--- config.mk ---
export PLATFORM = sky130hd
export DESIGN_NAME = rf_param
export DESIGN_NICKNAME = d
export VERILOG_FILES = /design/src/rtl/rf_pkg.sv /design/src/rtl/rf_cell.sv /design/src/rtl/rf_param.sv
export SDC_FILE = /design/constraint.sdc
export NUM_CORES = 1
export LEC_CHECK = 0
export ABC_AREA = 1
export CAP_MARGIN = 20
export CORE_MARGIN = 1
export CORE_UTILIZATION = 60
export CTS_BUF_LIST = sky130_fd_sc_hd__clkbuf_8
export CTS_CLUSTER_DIAMETER = 80
export CTS_CLUSTER_SIZE = 40
export DETAILED_ROUTE_END_ITERATION = 10
export GPL_TIMING_DRIVEN = 0
export PLACE_DENSITY = 0.92
export SLEW_MARGIN = 20
export SYNTH_ARGS = -nofsm -noshare
export SYNTH_HDL_FRONTEND = slang
export SYNTH_SLANG_ARGS = --single-unit
--- constraint.sdc ---
create_clock -name clk -period 3.7 [get_ports clk]
set_clock_uncertainty 0.15 [all_clocks]
set_input_delay 0.555 -clock clk [delete_from_list [all_inputs] [get_ports clk]]
set_output_delay 0.555 -clock clk [all_outputs]
set_load 0.02 [all_outputs]
--- src/rtl/rf_pkg.sv ---
// rf_pkg: shared function-select encoding and the wrap-detect helper for the register file.
package rf_pkg;
  typedef enum logic [1:0] {
    FS_DEC  = 2'b00,
    FS_INC  = 2'b01,
    FS_LOAD = 2'b10,
    FS_CLR  = 2'b11
  } fun_sel_e;

  // q is zero-extended to 64 bits; w is the real register width.
  function automatic logic wrap_f(input fun_sel_e fs, input logic [63:0] q, input int unsigned w);
    logic [63:0] mx;
    mx = (w >= 64) ? '1 : ((64'd1 << w) - 64'd1);
    return (fs == FS_INC && q == mx) || (fs == FS_DEC && q == 64'd0);
  endfunction
endpackage

--- src/rtl/rf_cell.sv ---
// rf_cell: one register applying dec/inc/load/clear when enabled, flagging modular wrap.
module rf_cell
  import rf_pkg::*;
#(
  parameter int WIDTH = 8
) (
  input  logic             clk,
  input  logic             rst_n,
  input  logic             e,
  input  fun_sel_e         fun_sel,
  input  logic [WIDTH-1:0] i,
  output logic [WIDTH-1:0] q,
  output logic             wrap
);
  logic [WIDTH-1:0] q_q, q_d;

  always_comb begin
    q_d = !e                  ? q_q :
          fun_sel == FS_DEC   ? q_q - WIDTH'(1) :
          fun_sel == FS_INC   ? q_q + WIDTH'(1) :
          fun_sel == FS_LOAD  ? i : '0;
  end

  always_ff @(posedge clk or negedge rst_n) begin
    if (!rst_n) q_q <= '0;
    else q_q <= q_d;
  end

  assign q    = q_q;
  assign wrap = e & wrap_f(fun_sel, 64'(q_q), WIDTH);
endmodule

--- src/rtl/rf_param.sv ---
// rf_param: NT temporaries + NR general registers on one write bus, two async read ports.
// Define RF_BYPASS_EN to forward a same-cycle load of the selected register to its read port.
module rf_param
  import rf_pkg::*;
#(
  parameter  int WIDTH = 8,
  parameter  int NR    = 4,
  parameter  int NT    = 4,
  localparam int SELW  = $clog2(NR + NT)
) (
  input  logic             clk,
  input  logic             rst_n,
  input  logic [1:0]       fun_sel,
  input  logic [NR-1:0]    r_sel,
  input  logic [NT-1:0]    t_sel,
  input  logic [WIDTH-1:0] i,
  input  logic [SELW-1:0]  o1_sel,
  input  logic [SELW-1:0]  o2_sel,
  output logic [WIDTH-1:0] o1,
  output logic [WIDTH-1:0] o2,
  output logic             o1_z,
  output logic             o2_z,
  output logic             ovf
);
  localparam int N = NR + NT;
  localparam int M = 2 ** SELW;

  fun_sel_e         fs;
  logic [M-1:0]     en, wrap;
  logic [WIDTH-1:0] q [M];
  logic             ovf_q, ovf_d;

  assign fs = fun_sel_e'(fun_sel);

  // Slots past N are tied to zero so every select value reads 0 without a range check.
  for (genvar g = 0; g < M; g++) begin : g_slot
    if (g < NT) begin : g_t
      assign en[g] = t_sel[NT-1-g];
    end else if (g < N) begin : g_r
      assign en[g] = r_sel[N-1-g];
    end else begin : g_off
      assign en[g] = 1'b0;
    end
    if (g < N) begin : g_reg
      rf_cell #(.WIDTH(WIDTH)) u_cell (
        .clk    (clk),
        .rst_n  (rst_n),
        .e      (en[g]),
        .fun_sel(fs),
        .i      (i),
        .q      (q[g]),
        .wrap   (wrap[g])
      );
    end else begin : g_pad
      assign q[g]    = '0;
      assign wrap[g] = 1'b0;
    end
  end

  assign ovf_d = |wrap;

  always_ff @(posedge clk or negedge rst_n) begin
    if (!rst_n) ovf_q <= 1'b0;
    else ovf_q <= ovf_d;
  end

`ifdef RF_BYPASS_EN
  assign o1 = (fs == FS_LOAD && en[o1_sel]) ? i : q[o1_sel];
  assign o2 = (fs == FS_LOAD && en[o2_sel]) ? i : q[o2_sel];
`else
  assign o1 = q[o1_sel];
  assign o2 = q[o2_sel];
`endif

  assign o1_z = (o1 == '0);
  assign o2_z = (o2 == '0);
  assign ovf  = ovf_q;
endmodule

## Yosys cells after proc, flatten, opt, wreduce, memory -nomap -nowiden

Index checks and enable logic that the tools add are counted.

| operators by class | value |
|---|---|
| add/subtract/negate cells | 16 |
| magnitude comparators | 2 |
| equal/unequal tests | 10 |
| muxes and demuxes | 23 |
| bitwise operators | 10 |
| reductions and logical operators | 36 |

Operator list:

| cell | number |
|---|---|
| 8-bit 2-to-1 mux | 21 |
| 8-bit zero test | 10 |
| 8-bit by 1-bit adder with 8-bit output (second input constant) | 8 |
| 8-bit == test (second input constant) | 8 |
| 8-bit by 1-bit subtractor with 8-bit output (second input constant) | 8 |
| 8-bit binary-select mux with 3-bit select | 2 |
| 1-bit logical AND | 16 |
| 1-bit bitwise AND | 8 |
| 4-bit >= comparator (second input constant) | 2 |
| 1-bit logical OR | 8 |
| 3-bit NOT with 4-bit output | 2 |
| 8-bit OR reduction | 1 |
| 2-bit by 1-bit == test with 1-bit output (second input constant) | 1 |
| 2-bit == test (second input constant) | 1 |
| 2-bit zero test | 1 |

| storage, ports and cells | value |
|---|---|
| bits in registers | 65 |
| bits of input ports | 26 |
| output and inout bits | 19 |
| word-level logic and storage cells | 106 |

## Logic depth before layout (Yosys ltp)

Gate-level depths: netlist (run 1).

| depth | value |
|---|---|
| depth after elaboration | 5 |
| depth in mapped cells | 11 |
| depth with buffers taken out | 10 |

## Cells and area by module

From an unflattened synthesis (run 1), not the netlist that was laid out.

| unflattened totals | value |
|---|---|
| cell total of the unflattened synthesis | 1454 |
| area total of the unflattened synthesis | 8107.8 sq um |

Modules (own cells, without submodules):

| module | instances | cells each | area each (sq um) | seq. area each (sq um) |
|---|---|---|---|---|
| rf_cell | 8 | 134 | 803.3 | 200.2 |
| rf_param | 1 | 382 | 1681.6 | 25.0 |

## Worst setup path before layout (run 1)

No wires, ideal clock.

| path | value |
|---|---|
| kind | in2out |
| start point | input port o1_sel[1] |
| end point | output port o1_z |
| arrival | 1756 ps |
| slack | 1239 ps |
| stages | 10 |
| path through | buf_2 -> inv_1 -> buf_2 -> nand3_1 -> nand2_1 -> nand2_1 -> nand2_1 -> nor2_1 -> nand2_1 -> nor2_1 |

| between the ends | value |
|---|---|
| longest elaborated chain between the ends | 5 |

Ends and longest elaborated chain:

| what | line | RTL |
|---|---|---|
| from (decl) | rf_param.sv:17 | `input logic [SELW-1:0] o1_sel,` |
| 3-bit NOT with 4-bit output (implied by the code) | rf_param.sv:71 | `assign o1 = q[o1_sel];` |
| 8-bit binary-select mux with 3-bit select | rf_param.sv:71 |  |
| 8-bit 2-to-1 mux (implied by the code) (2 in a row) | rf_param.sv:71 |  |
| named net o1[4] | rf_param.sv:19 | `output logic [WIDTH-1:0] o1,` |
| 8-bit zero test | rf_param.sv:75 | `assign o1_z = (o1 == '0);` |
| to (decl) | rf_param.sv:21 | `output logic o1_z,` |

The timed path passes the listed nets, and every way through them passes these cells. The select of a mux whose other input is x is not followed.

## Final worst setup path (run 1)

| path | value |
|---|---|
| start point | input port o2_sel[1] |
| end point | output port o2_z |

| between the ends | value |
|---|---|
| longest elaborated chain between the ends | 5 |

Ends and longest elaborated chain:

| what | line | RTL |
|---|---|---|
| from (decl) | rf_param.sv:18 | `input logic [SELW-1:0] o2_sel,` |
| 3-bit NOT with 4-bit output (implied by the code) | rf_param.sv:72 | `assign o2 = q[o2_sel];` |
| 8-bit binary-select mux with 3-bit select | rf_param.sv:72 |  |
| 8-bit 2-to-1 mux (implied by the code) (2 in a row) | rf_param.sv:72 |  |
| 8-bit zero test | rf_param.sv:76 | `assign o2_z = (o2 == '0);` |
| to (decl) | rf_param.sv:22 | `output logic o2_z,` |

Every way passes these cells. The select of a mux whose other input is x is not followed.

==> run summary, run 1 <==
The run finished with clean final reports. The library cells used most frequently in the layout, excluding fill and tap cells, are 455 x sky130_fd_sc_hd__nand2_1, 186 x sky130_fd_sc_hd__nand3_1, 124 x sky130_fd_sc_hd__nor2_1. The final cycle utilization of the critical path came out at ~85%. The overall global routing resource usage is between 40% and 50%. The slew at the pin with the worst max-slew slack is 1280 ps.

The placement-stage worst setup slack is 540 ps. The initial antenna violation count came to 0. The initial standard-cell utilization of the core is 62.8%. The number of detailed-route iterations in the first pass came out at 6. Wire segments on met3 add up to roughly 3700 um in the final route. Across the VDD grid, the largest voltage drop is 0.257 mV.

After the flow finishes, the layout carries non-filler instances totaling 1434. The headroom to the max-slew limit came out at between 10% and 20%. Measured along the x axis, the die boundary spans 110 um. The wire length on met2 is between 10000 and 15000 um. The count of input and output buffers is 36.

The insertion delay of the later-clocked pin in the worst-skew pair came out at 370 ps. The final standard cell area without fillers is 7720 um2. The path class of the tightest hold or removal check is reg2reg. The multiplexer fraction of the synthesized cell area came out at 0%. Buffers inserted during clock tree synthesis total 9. The number of setup buffers added after CTS came out at 0.

The share of synthesized cell area in and, or, nand and nor gates came out at between 40 and 50%. The via count of the first global-routing pass came out at 7508. The data arrival time at the worst-slack endpoint is between 2000 and 2500 ps. The count of routing violations after the opening detailed-route iteration came out at between 1000 and 1500. The total power consumption of the routed design came out at 2.81 mW. After synthesis the netlist holds a flip-flop and latch count of 65. The average via count per standard cell came out at ~6.1. The final net count came out at 1339. The fraction of final layout cells sized beyond drive strength 1 came out at 4.79%. The delay of the slowest critical-path stage came out at roughly 530 ps. After synthesis, the largest family of logic cells by area is simple AND/OR/NAND/NOR gates.

Setup repair after global routing left no endpoint under its margin. The utilization after layout is 69.7%. After detailed routing, the average wire length per cell comes to 18.4 um. The first-pass GRT wire length came out at 40200 um. The top-level I/O count came out at 45. The synthesis-to-layout area growth came out at 11.0%. The count of final max-slew check failures is 0. The largest buffer count on any clock path came out at 2. Synthesis produced 1240 cells. The worst setup path is of the in2out kind. The total overflow left after global routing is 0.

The synthesized netlist devotes under 10% of its cell area to adder and majority cells. The buffer cell driving the clock tree root is sky130_fd_sc_hd__clkbuf_8. The power per cell area came out at 364 nW/um2. The compound-cell area share of the yosys netlist is 12.7%. The synthesized netlist devotes 0.503% of its cell area to XOR and XNOR gates. The final hold violation count came to 0. The repair_antennas step left the layout with diodes totalling 0. The number of cells on the worst reg-to-reg path came out at 10. The category of the worst setup path capture point is a primary output.

The total via count in the routed design came out at 8718. The critical path goes through buf_2, clkbuf_1, nand3_1, nand2_1, nand2_1, nand2_1, nor2_1, nand2_1, nor2_1, clkdlybuf4s50_1. The sort of element at the start of the critical path is an input pin. The maximum number of pins on one net before global-route repair came out at 38. The number of inserted filler cells in the final layout came out at 1020. The library cell used most frequently in the layout, excluding fill and tap cells, is sky130_fd_sc_hd__nand2_1. In this run the number of H-tree levels came out at 3. The total of warnings raised by yosys came out at 0. The reported max-cap violation count is 0. The cell repeated most along the worst path is sky130_fd_sc_hd__nand2_1. The average instance area after synthesis came out at 5.61 um2. The post-route setup TNS is 0 ps. Including well taps, the total number of placed cells is between 1000 and 1500. The post-route minimum period came out at around 3200 ps. For this design, the sink count on the clock tree is 65. The y dimension of the die is 110 um. The final weighted congestion of routability-driven global placement came out at 1.07. The data required time of the critical path is between 2000 and 3000 ps. The fmax came out at 316 MHz. The half-perimeter wire length after detailed placement came out at 19000 um.

The detail route stage leaves a number of antenna-violating nets equal to 0. The routed metal-1 wirelength is 10500 um. The synthesized cell area came out at 6960 um2. Row generation in the floorplan step produced 38 rows. Routed signal wires occupy layers up through met4. The part of the Yosys area used for sequential elements is 23.4%. The count of cell types in the netlist is 30. The post-detailed-placement cell area is roughly 7500 um2. The number of instances on the worst hold path is 2.

The cell with the largest stage delay on the worst path is sky130_fd_sc_hd__clkdlybuf4s50_1. The full die area came out at 12000 um2. The aggregate routed wire length is 26400 um. The final setup violation count came out at 0. The clock edge transition at the registers on the reported setup and hold paths is 70 ps.

Hold timing on the final database bottoms out at a slack of 374 ps. The core box area is 11100 um2. Synthesis produced a netlist with a net count of 1290.

The maximum net fanout on the critical path came out at 10. The DRC violations left is 0. The leakage power of the design is 4.01 nW. TritonCTS built the clock tree.

Once routing completed, OpenROAD measured the worst setup slack at 539 ps.
[kinds of logic after synthesis]
logic type / count (synthesis)
buffers and inverters: 174
AOI/OAI and AO/OA: 164
and+or+nand+nor: 809
DFF: 65
adders and majority gates: 24
xor gates and xnor gates: 4
[what timing repair did]
action | 4_1_cts | 5_1_grt
resized for setup | 0 | 0
endpoints found under the hold margin | 28 | 0
hold buffers | 1 | 0
[area by class of cell]
class / instances / area, um2 / area share [%]
well taps: 140 / 175 / 2.27
flip-flops and latches: 65 / 1630 / 21.1
clock buffers: 10 / 138 / 1.78
clock inverters: 6 / 57.6 / 0.745
multi-input cells: 1001 / 4620 / 59.9
repair buffers: 38 / 388 / 5.02
plain buffers: 48 / 243 / 3.14
inverters: 126 / 473 / 6.12
[power by group]
| group | total, mW | internal (mW) | switching, mW |
|---|---|---|---|
| clock | 0.647 | 0.325 | 0.322 |
| combinational | 1.22 | 0.382 | 0.835 |
| sequential | 0.949 | 0.810 | 0.139 |
[synthesized netlist by cell type]
cell type	n	area, um2
sky130_fd_sc_hd__a211oi_1	8	60.1
sky130_fd_sc_hd__a21oi_1	37	185
sky130_fd_sc_hd__a22oi_1	8	60.1
sky130_fd_sc_hd__a31oi_1	4	25.0
sky130_fd_sc_hd__buf_2	26	130
sky130_fd_sc_hd__buf_4	6	45.0
sky130_fd_sc_hd__buf_6	1	11.3
sky130_fd_sc_hd__clkbuf_1	15	56.3
sky130_fd_sc_hd__clkinv_1	3	11.3
sky130_fd_sc_hd__dfrtp_1	65	1630
sky130_fd_sc_hd__ha_1	24	300
sky130_fd_sc_hd__inv_1	117	439
sky130_fd_sc_hd__inv_2	6	22.5
sky130_fd_sc_hd__nand2_1	455	1710
sky130_fd_sc_hd__nand2_2	1	6.26
sky130_fd_sc_hd__nand2_4	1	11.3
sky130_fd_sc_hd__nand3_1	186	931
sky130_fd_sc_hd__nand3b_1	12	90.1
sky130_fd_sc_hd__nand4_1	23	144
sky130_fd_sc_hd__nor2_1	125	469
sky130_fd_sc_hd__nor2_4	1	11.3
sky130_fd_sc_hd__nor3_1	4	20.0
sky130_fd_sc_hd__nor3b_1	1	7.51
sky130_fd_sc_hd__o211ai_1	3	22.5
sky130_fd_sc_hd__o21ai_0	90	450
sky130_fd_sc_hd__o21ai_1	7	35.0
sky130_fd_sc_hd__o21bai_1	1	7.51
sky130_fd_sc_hd__o22ai_1	6	37.5
sky130_fd_sc_hd__xnor2_1	1	8.76
sky130_fd_sc_hd__xor2_1	3	26.3
[critical path: cells and delay by family]
| kind | cells | cell delay, ps |
|---|---|---|
| buf+inv | 3 | 1140 |
| simple gates | 7 | 760 |
[worst paths after layout]
check / startpoint / end / slack [ps]
min in group asynchronous: rst_n / g_slot[1].g_reg.u_cell.q[4] / 520
setup / recovery: o2_sel[1] / o2_z / 540
max in group asynchronous: rst_n / g_slot[2].g_reg.u_cell.q[3] / 2320
hold reg to reg: g_slot[3].g_reg.u_cell.q[3] / g_slot[3].g_reg.u_cell.q[3] / 370
setup reg to reg: g_slot[1].g_reg.u_cell.q[0] / g_slot[1].g_reg.u_cell.q[4] / 1860
hold / removal: g_slot[3].g_reg.u_cell.q[3] / g_slot[3].g_reg.u_cell.q[3] / 370
[sequential cells by signal, summed over array words and instances (netlist names)]
signal and cells:
g_slot.g_reg.u_cell.q 64, ovf 1
[routing by layer]
layer,GRT usage (%),vias to the layer above
met4,24.2,0
met5,0,-
li1,-,4134
met1,59.5,3891
met2,66.7,590
met3,14.0,103
Power figures use the tool's default switching activity.
==> run 2, diff against run 1 <==
- CTS_BUF_LIST: sky130_fd_sc_hd__clkbuf_8 -> not set
==> run 2 against run 1 <==
  * Sequential share of layout area down 0.29 points
  * Routed wire length rose by 1.9%
  * Final cell count grew 0.14%
  * Critical path depth unchanged
  * Count of clock-buffer cells in the layout is the same
  * Fmax hardly changed
  * Utilization rose by 0.98 points
  * Die area did not move
  * Combinational power is essentially flat
  * Total power is 9.2% higher
  * Via count increased by 1.8%
  * Largest cell class unchanged
  * Largest power group unchanged
  * Sequential power about the same
==> run summary, run 2 (synthesis results as in run 1) <==
The run finished with clean final reports. The y dimension of the die came out at 110 um (unchanged). The fmax is 316 MHz (about the same).

The total number of H-tree levels is 3 (unchanged). The clock edge transition at the registers on the reported setup and hold paths came to 60 ps (about the same). The overall global routing resource usage is 46.3% (+0.81 points). The initial standard-cell utilization of the core came out at 62.8% (unchanged). The count of input and output buffers came out at 36 (unchanged).

The power per cell area is 392 nW/um2 (+7.7%). The reported max-cap violation count came to 0 (unchanged). The combinational cell fraction of total power is 39.8% (-3.5 points).

Setup repair after global routing left no endpoint under its margin. The critical path is of the in2out type. The total overflow reported by the global router came out at 0 (unchanged). STA classifies the critical path endpoint as a primary output. The met2 usage in global routing came out at 67.8% (+1.1 points). The instance count after placement with tap cells included is 1417 (unchanged). The number of setup buffers added after CTS came out at 0 (unchanged). The average via count per standard cell was 6.18 (+1.7%). The number of instances on the worst hold path came out at 2 (unchanged).

The worst-case hold slack is 380 ps (+6.81 ps). The insertion delay of the later-clocked pin in the worst-skew pair is 360 ps (about the same). The top-level I/O count is 45 (unchanged). The maximum resistive drop on vdd is 0.287 mV (+12%). The number of detailed-route iterations in the first pass came out at 9 (+3). The CTS buffer count came out at 9 (unchanged). The first-pass GRT wire length was 40700 um (+1.2%). The switching share of power is 43.7% (-2.4 points).

TritonCTS built the clock tree. The final setup violation count is 0 (unchanged). The maximum number of pins on one net before global-route repair came out at 38 (unchanged). The buffer cell driving the clock tree root is sky130_fd_sc_hd__clkbuf_16. The full die area came out at 12000 um2 (unchanged). The worst setup path is launched from an input pin. The largest buffer count on any clock path came out at 2 (unchanged). The detail-routed net length per standard cell is 18.8 um (+1.8%).

The global-route layer with the greatest usage is met2. The clock network fraction of total power was 29.2% (+6.2 points). The utilization after layout is 70.7% (+0.98 points). The maximum net fanout on the critical path is 10 (unchanged). The data required time of the critical path came out at 2990 ps (about the same).

The headroom to the max-slew limit came out at 27.7% (+14 points). The count of routing violations after the opening detailed-route iteration is 1349 (+4.7%). The core box area came to 11100 um2 (unchanged). The slew at the pin with the worst max-slew slack is 1070 ps (-211 ps). The path class of the tightest hold or removal check is reg2reg.

The final cycle utilization of the critical path is 85.5% (about the same). The proportion of power drawn by flip-flops and latches is 31.0% (-2.7 points). The count of final max-slew check failures is 0 (unchanged). The data arrival time at the worst-slack endpoint is 2460 ps (about the same). In the layout the commonest cells are 455 x sky130_fd_sc_hd__nand2_1, 186 x sky130_fd_sc_hd__nand3_1, 124 x sky130_fd_sc_hd__nor2_1. The DRC violations left is 0 (unchanged). The half-perimeter wire length after detailed placement is 19000 um (unchanged). Leaving out fill and tap cells, the most frequent cell in the layout is sky130_fd_sc_hd__nand2_1.

The routing usage on met3 came out at 14.2% (+0.18 points). The aggregate routed wire length is 27000 um (+1.9%). The internal power component was 1.73 mW (+14%). The final cell count without fillers came out at 1436 (+0.14%).

The final weighted congestion of routability-driven global placement came to 1.07 (unchanged). The total via count in the routed design is 8876 (+1.8%). The final hold violation count is 0 (unchanged).

The flip-flop count of the largest register after layout came out at 64 (unchanged). The initial antenna violation count came out at 0 (unchanged). The leakage power of the design is 4.06 nW (+1.2%). The post-route antenna net violation count came to 0 (unchanged).

The fraction of met1 tracks used by global routing is 59.0% (-0.45 points). The final net count is 1340 (+0.075%). The via count of the first global-routing pass came to 7590 (+1.1%).

The fraction of final layout cells sized beyond drive strength 1 was 4.86% (+0.074 points). The die width came out at 110 um (unchanged). The post-route minimum period came out at 3160 ps (+2.46 ps).

The number of rows in the core area is 38 (unchanged). The switching power came to 1.34 mW (+3.6%). The number of sinks handled by clock tree synthesis came out at 65 (unchanged). The number of cells on the worst reg-to-reg path is 7 (-3). The synthesis-to-layout area growth is 12.5%.
[run 2: cell types whose count changed in the layout (fill, tap and decap cells not counted), sizes merged]
cell   change
diode      +1
buf        +1
[run 2: worst paths after layout]
check	startpoint	slack [ps]	endpoint
max in group asynchronous	rst_n	2290	g_slot[2].g_reg.u_cell.q[6]
setup reg to reg	g_slot[6].g_reg.u_cell.q[0]	1850	g_slot[6].g_reg.u_cell.q[4]
min in group asynchronous	rst_n	550	g_slot[1].g_reg.u_cell.q[4]
hold reg to reg	g_slot[3].g_reg.u_cell.q[3]	380	g_slot[3].g_reg.u_cell.q[3]
hold / removal	g_slot[3].g_reg.u_cell.q[3]	380	g_slot[3].g_reg.u_cell.q[3]
setup / recovery	o2_sel[1]	540	o2_z
[run 2: worst max-delay path, stage by stage]
cell and delay, ps:
sky130_fd_sc_hd__buf_2 190, sky130_fd_sc_hd__clkbuf_1 400, sky130_fd_sc_hd__nand3_1 220, sky130_fd_sc_hd__nand2_1 160
sky130_fd_sc_hd__nand2_1 60, sky130_fd_sc_hd__nand2_1 150, sky130_fd_sc_hd__nor2_1 70, sky130_fd_sc_hd__nand2_1 80
sky130_fd_sc_hd__nor2_1 40, sky130_fd_sc_hd__clkdlybuf4s50_1 530
[run 2: layer usage]
metal,wire (um),up-vias
met5,0,-
met4,1700,0
met3,4080,146
met2,11100,657
met1,10100,3936
li1,-,4137
[run 2: power groups by stage]
stage	logic, mW	clock network [mW]	registers [mW]
finish	1.22	0.898	0.951
global route	1.35	0.911	0.965
CTS	1.18	0.888	0.943
detailed placement	1.16	0	0.954
global placement	1.14	0	0.951
floorplan	0.812	0	0.921
[run 2: layout make-up]
| cell class | count | area, um2 |
|---|---|---|
| antenna | 1 | 2.50 |
| buffer | 48 | 243 |
| multi-input combinational | 1001 | 4620 |
| clock inverter | 6 | 57.6 |
| fill | 1001 | 3250 |
| clock buffer | 10 | 239 |
| timing repair buffer | 39 | 393 |
| inverter | 126 | 473 |
| sequential | 65 | 1630 |
| tap | 140 | 175 |
[run 2: per-stage QoR]
stage	TNS [ps]	area, um2	power, mW	worst slack (ps)
floorplan	0	6960	1.73	1240
global placement	-24530	7490	2.09	-383
detailed placement	0	7510	2.12	540
CTS	0	7820	3.01	607
global route	0	7830	3.23	412
finish	0	7830	3.07	536
[run 2: what timing repair did]
item | in CTS | in global routing
gates resized for setup | 0 | 0
endpoints found under the hold margin | 8 | 0
hold buffers | 1 | 0
==> run 3, diff against run 2 <==
- MAX_ROUTING_LAYER: not set -> met4
==> run 3 against run 2 <==
  * Via count is 0.69% lower
  * The flow now finishes with violations (hold timing)
  * Sequential share of layout area hardly changed
  * Die area stayed put
  * Combinational power hardly changed
  * Utilization hardly changed
  * Sequential power hardly changed
  * Critical path type unchanged
  * Sequential cell count stayed put
  * Fmax is 1.0% lower
  * Register-to-register slack worse by 30 ps
==> run summary, run 3 (synthesis results as in run 1) <==
The slew at the pin with the worst max-slew slack came out at 1290 ps (+218 ps). The fraction of final layout cells sized beyond drive strength 1 came to 4.64% (-0.23 points). The total overflow reported by the global router came out at 0 (unchanged). The largest buffer count on any clock path was 2 (unchanged).

The first-pass GRT wire length came to 40600 um (-0.36%). The count of input and output buffers is 36 (unchanged). The commonest non-fill, non-tap cell in the layout is sky130_fd_sc_hd__nand2_1. The core box area is 11100 um2 (unchanged). The synthesis-to-layout area growth came out at 12.5% (about the same).

The DRC violations left was 0 (unchanged). The half-perimeter wire length after detailed placement came out at 19300 um (+1.7%). The number of inserted filler cells in the final layout came out at 1034 (+3.3%). The number of detailed-route iterations in the first pass came out at 6 (-3).

The number of setup buffers added after CTS came out at 0 (unchanged). The post-route setup TNS is 0 ps (unchanged). The reported max-cap violation count came out at 0 (unchanged). The overall global routing resource usage is 47.4% (+1.1 points). The data required time of the critical path came out at 2990 ps (about the same).

The footprint of the multi-input gates is 4620 um2 (about the same). The hold buffer count at CTS came to 0 (-1). The CTS buffer count is 9 (unchanged). The final weighted congestion of routability-driven global placement came out at 1.07 (-0.33%). Setup repair after global routing left no endpoint under its margin. The number of gates resized after CTS came out at 0 (unchanged). The initial standard-cell utilization of the core came out at 62.8% (unchanged).

The utilization after layout came to 70.7% (about the same). The critical path is of the in2out type. The flip-flop count of the largest register after layout is 64 (unchanged). The top-level I/O count is 45 (unchanged). The aggregate routed wire length is 27000 um (about the same). The fmax is 313 MHz (-1.0%). The die width came out at 110 um (unchanged). The final setup violation count came to 0 (unchanged). The worst setup path is launched from an input pin.

The number of diodes added for antenna fixing came out at 0 (-1). The number of sinks handled by clock tree synthesis is 65 (unchanged). TritonCTS built the clock tree. The flow ran to the end, but the final reports show violations. The maximum number of pins on one net before global-route repair is 38 (unchanged).

The via count of the first global-routing pass came out at 7512 (-1.0%). The number of rows in the core area came out at 38 (unchanged). The power per cell area is 396 nW/um2 (+0.92%). The final cycle utilization of the critical path is 86.4% (+0.88 points).

The post-route antenna net violation count came to 0 (unchanged). The post-route minimum period was 3200 ps (+32.7 ps). The count of final max-slew check failures came out at 0 (unchanged). The detail-routed net length per standard cell came out at 18.8 um (+0.19%). The y dimension of the die came out at 110 um (unchanged). The total number of H-tree levels came out at 3 (unchanged). The area of all sequential standard cells came out at 1630 um2 (unchanged). The count of routing violations after the opening detailed-route iteration was 1487 (+10%).

The number of cells on the worst reg-to-reg path is 10 (+3). The final net count came to 1339 (-0.075%). The final hold violation count is 5 (+5). The maximum net fanout on the critical path was 10 (unchanged). The total via count in the routed design is 8815 (-0.69%). The headroom to the max-slew limit is 13.0% (-15 points). The average via count per standard cell was 6.15 (-0.55%). The total power consumption of the routed design is 3.10 mW (+0.88%). The maximum resistive drop on vdd is 0.269 mV (-6.3%). The initial antenna violation count is 0 (unchanged). In this run the clock root is driven by a sky130_fd_sc_hd__clkbuf_16. The insertion delay of the later-clocked pin in the worst-skew pair came out at 350 ps (about the same). The worst hold path belongs to the class in2async.

The worst-case hold slack came out at -10.2 ps (-391 ps). The checks that failed: hold timing. The leakage power of the design came out at 4.07 nW (about the same). The data arrival time at the worst-slack endpoint is 2490 ps (+30 ps). STA classifies the critical path endpoint as a primary output. The full die area came to 12000 um2 (unchanged). The top cell types in the final layout, fill and taps aside, are 455 x sky130_fd_sc_hd__nand2_1, 186 x sky130_fd_sc_hd__nand3_1, 125 x sky130_fd_sc_hd__nor2_1. The clock edge transition at the registers on the reported setup and hold paths is 50 ps (about the same).
==> run 3: cell count changes in the layout (fill, tap and decap cells not counted), sizes merged <==
cell | before | now
clkbuf | 25 | 29
clkinv | 7 | 4
clkinvlp | 1 | 0
diode | 1 | 0
dlygate4sd3 | 1 | 0
==> run 3: cell type report <==
class | count | share of cell area (%)
multi-input cells | 1001 | 59.0
clock buffers | 14 | 3.50
flip-flops and latches | 65 | 20.8
plain buffers | 48 | 3.10
repair buffers | 38 | 4.89
well taps | 140 | 2.24
clock inverters | 2 | 0.447
inverters | 126 | 6.04
==> run 3: final timing paths <==
check,slack (ps),to,start
min,-10,g_slot[1].g_reg.u_cell.q[5],rst_n
max in group asynchronous,2850,g_slot[4].g_reg.u_cell.q[2],rst_n
min reg2reg,380,g_slot[3].g_reg.u_cell.q[3],g_slot[3].g_reg.u_cell.q[3]
min in group clk,380,g_slot[3].g_reg.u_cell.q[3],g_slot[3].g_reg.u_cell.q[3]
max,500,o2_z,o2_sel[1]
max reg2reg,1820,g_slot[1].g_reg.u_cell.q[4],g_slot[1].g_reg.u_cell.q[0]
==> run 3: power by group <==
group | internal [mW] | switching, mW
Combinational | 0.382 | 0.839
Clock | 0.577 | 0.350
Sequential | 0.811 | 0.140
==> run 3: metal layers <==
layer	GRT usage, %	vias up	part of all wire (%)	wire length [um]
met1	61.2	3932	39	10500
li1	-	4135	-	-
met4	28.1	0	6.0	1610
met3	9.07	109	14	3640
met5	-	-	0	0
met2	68.6	639	42	11200
==> run 3: through the flow <==
| step | setup WS [ps] | cell area [um2] | cells |
|---|---|---|---|
| 2_1_floorplan | 1240 | 6960 | 1240 |
| 3_3_place_gp | -366 | 7490 | 1416 |
| 3_5_place_dp | 499 | 7520 | 1417 |
| 4_1_cts | 601 | 7830 | 1433 |
| 5_1_grt | 423 | 7830 | 1434 |
| 6_report | 504 | 7830 | 1434 |
==> run 3: critical path, cell delays in order <==
cell	delay (ps)
sky130_fd_sc_hd__buf_2	210
sky130_fd_sc_hd__clkbuf_1	420
sky130_fd_sc_hd__nand3_1	240
sky130_fd_sc_hd__nand2_1	120
sky130_fd_sc_hd__nand2_1	50
sky130_fd_sc_hd__nand2_1	180
sky130_fd_sc_hd__nor2_1	60
sky130_fd_sc_hd__nand2_1	80
sky130_fd_sc_hd__nor2_1	40
sky130_fd_sc_hd__clkdlybuf4s50_1	530
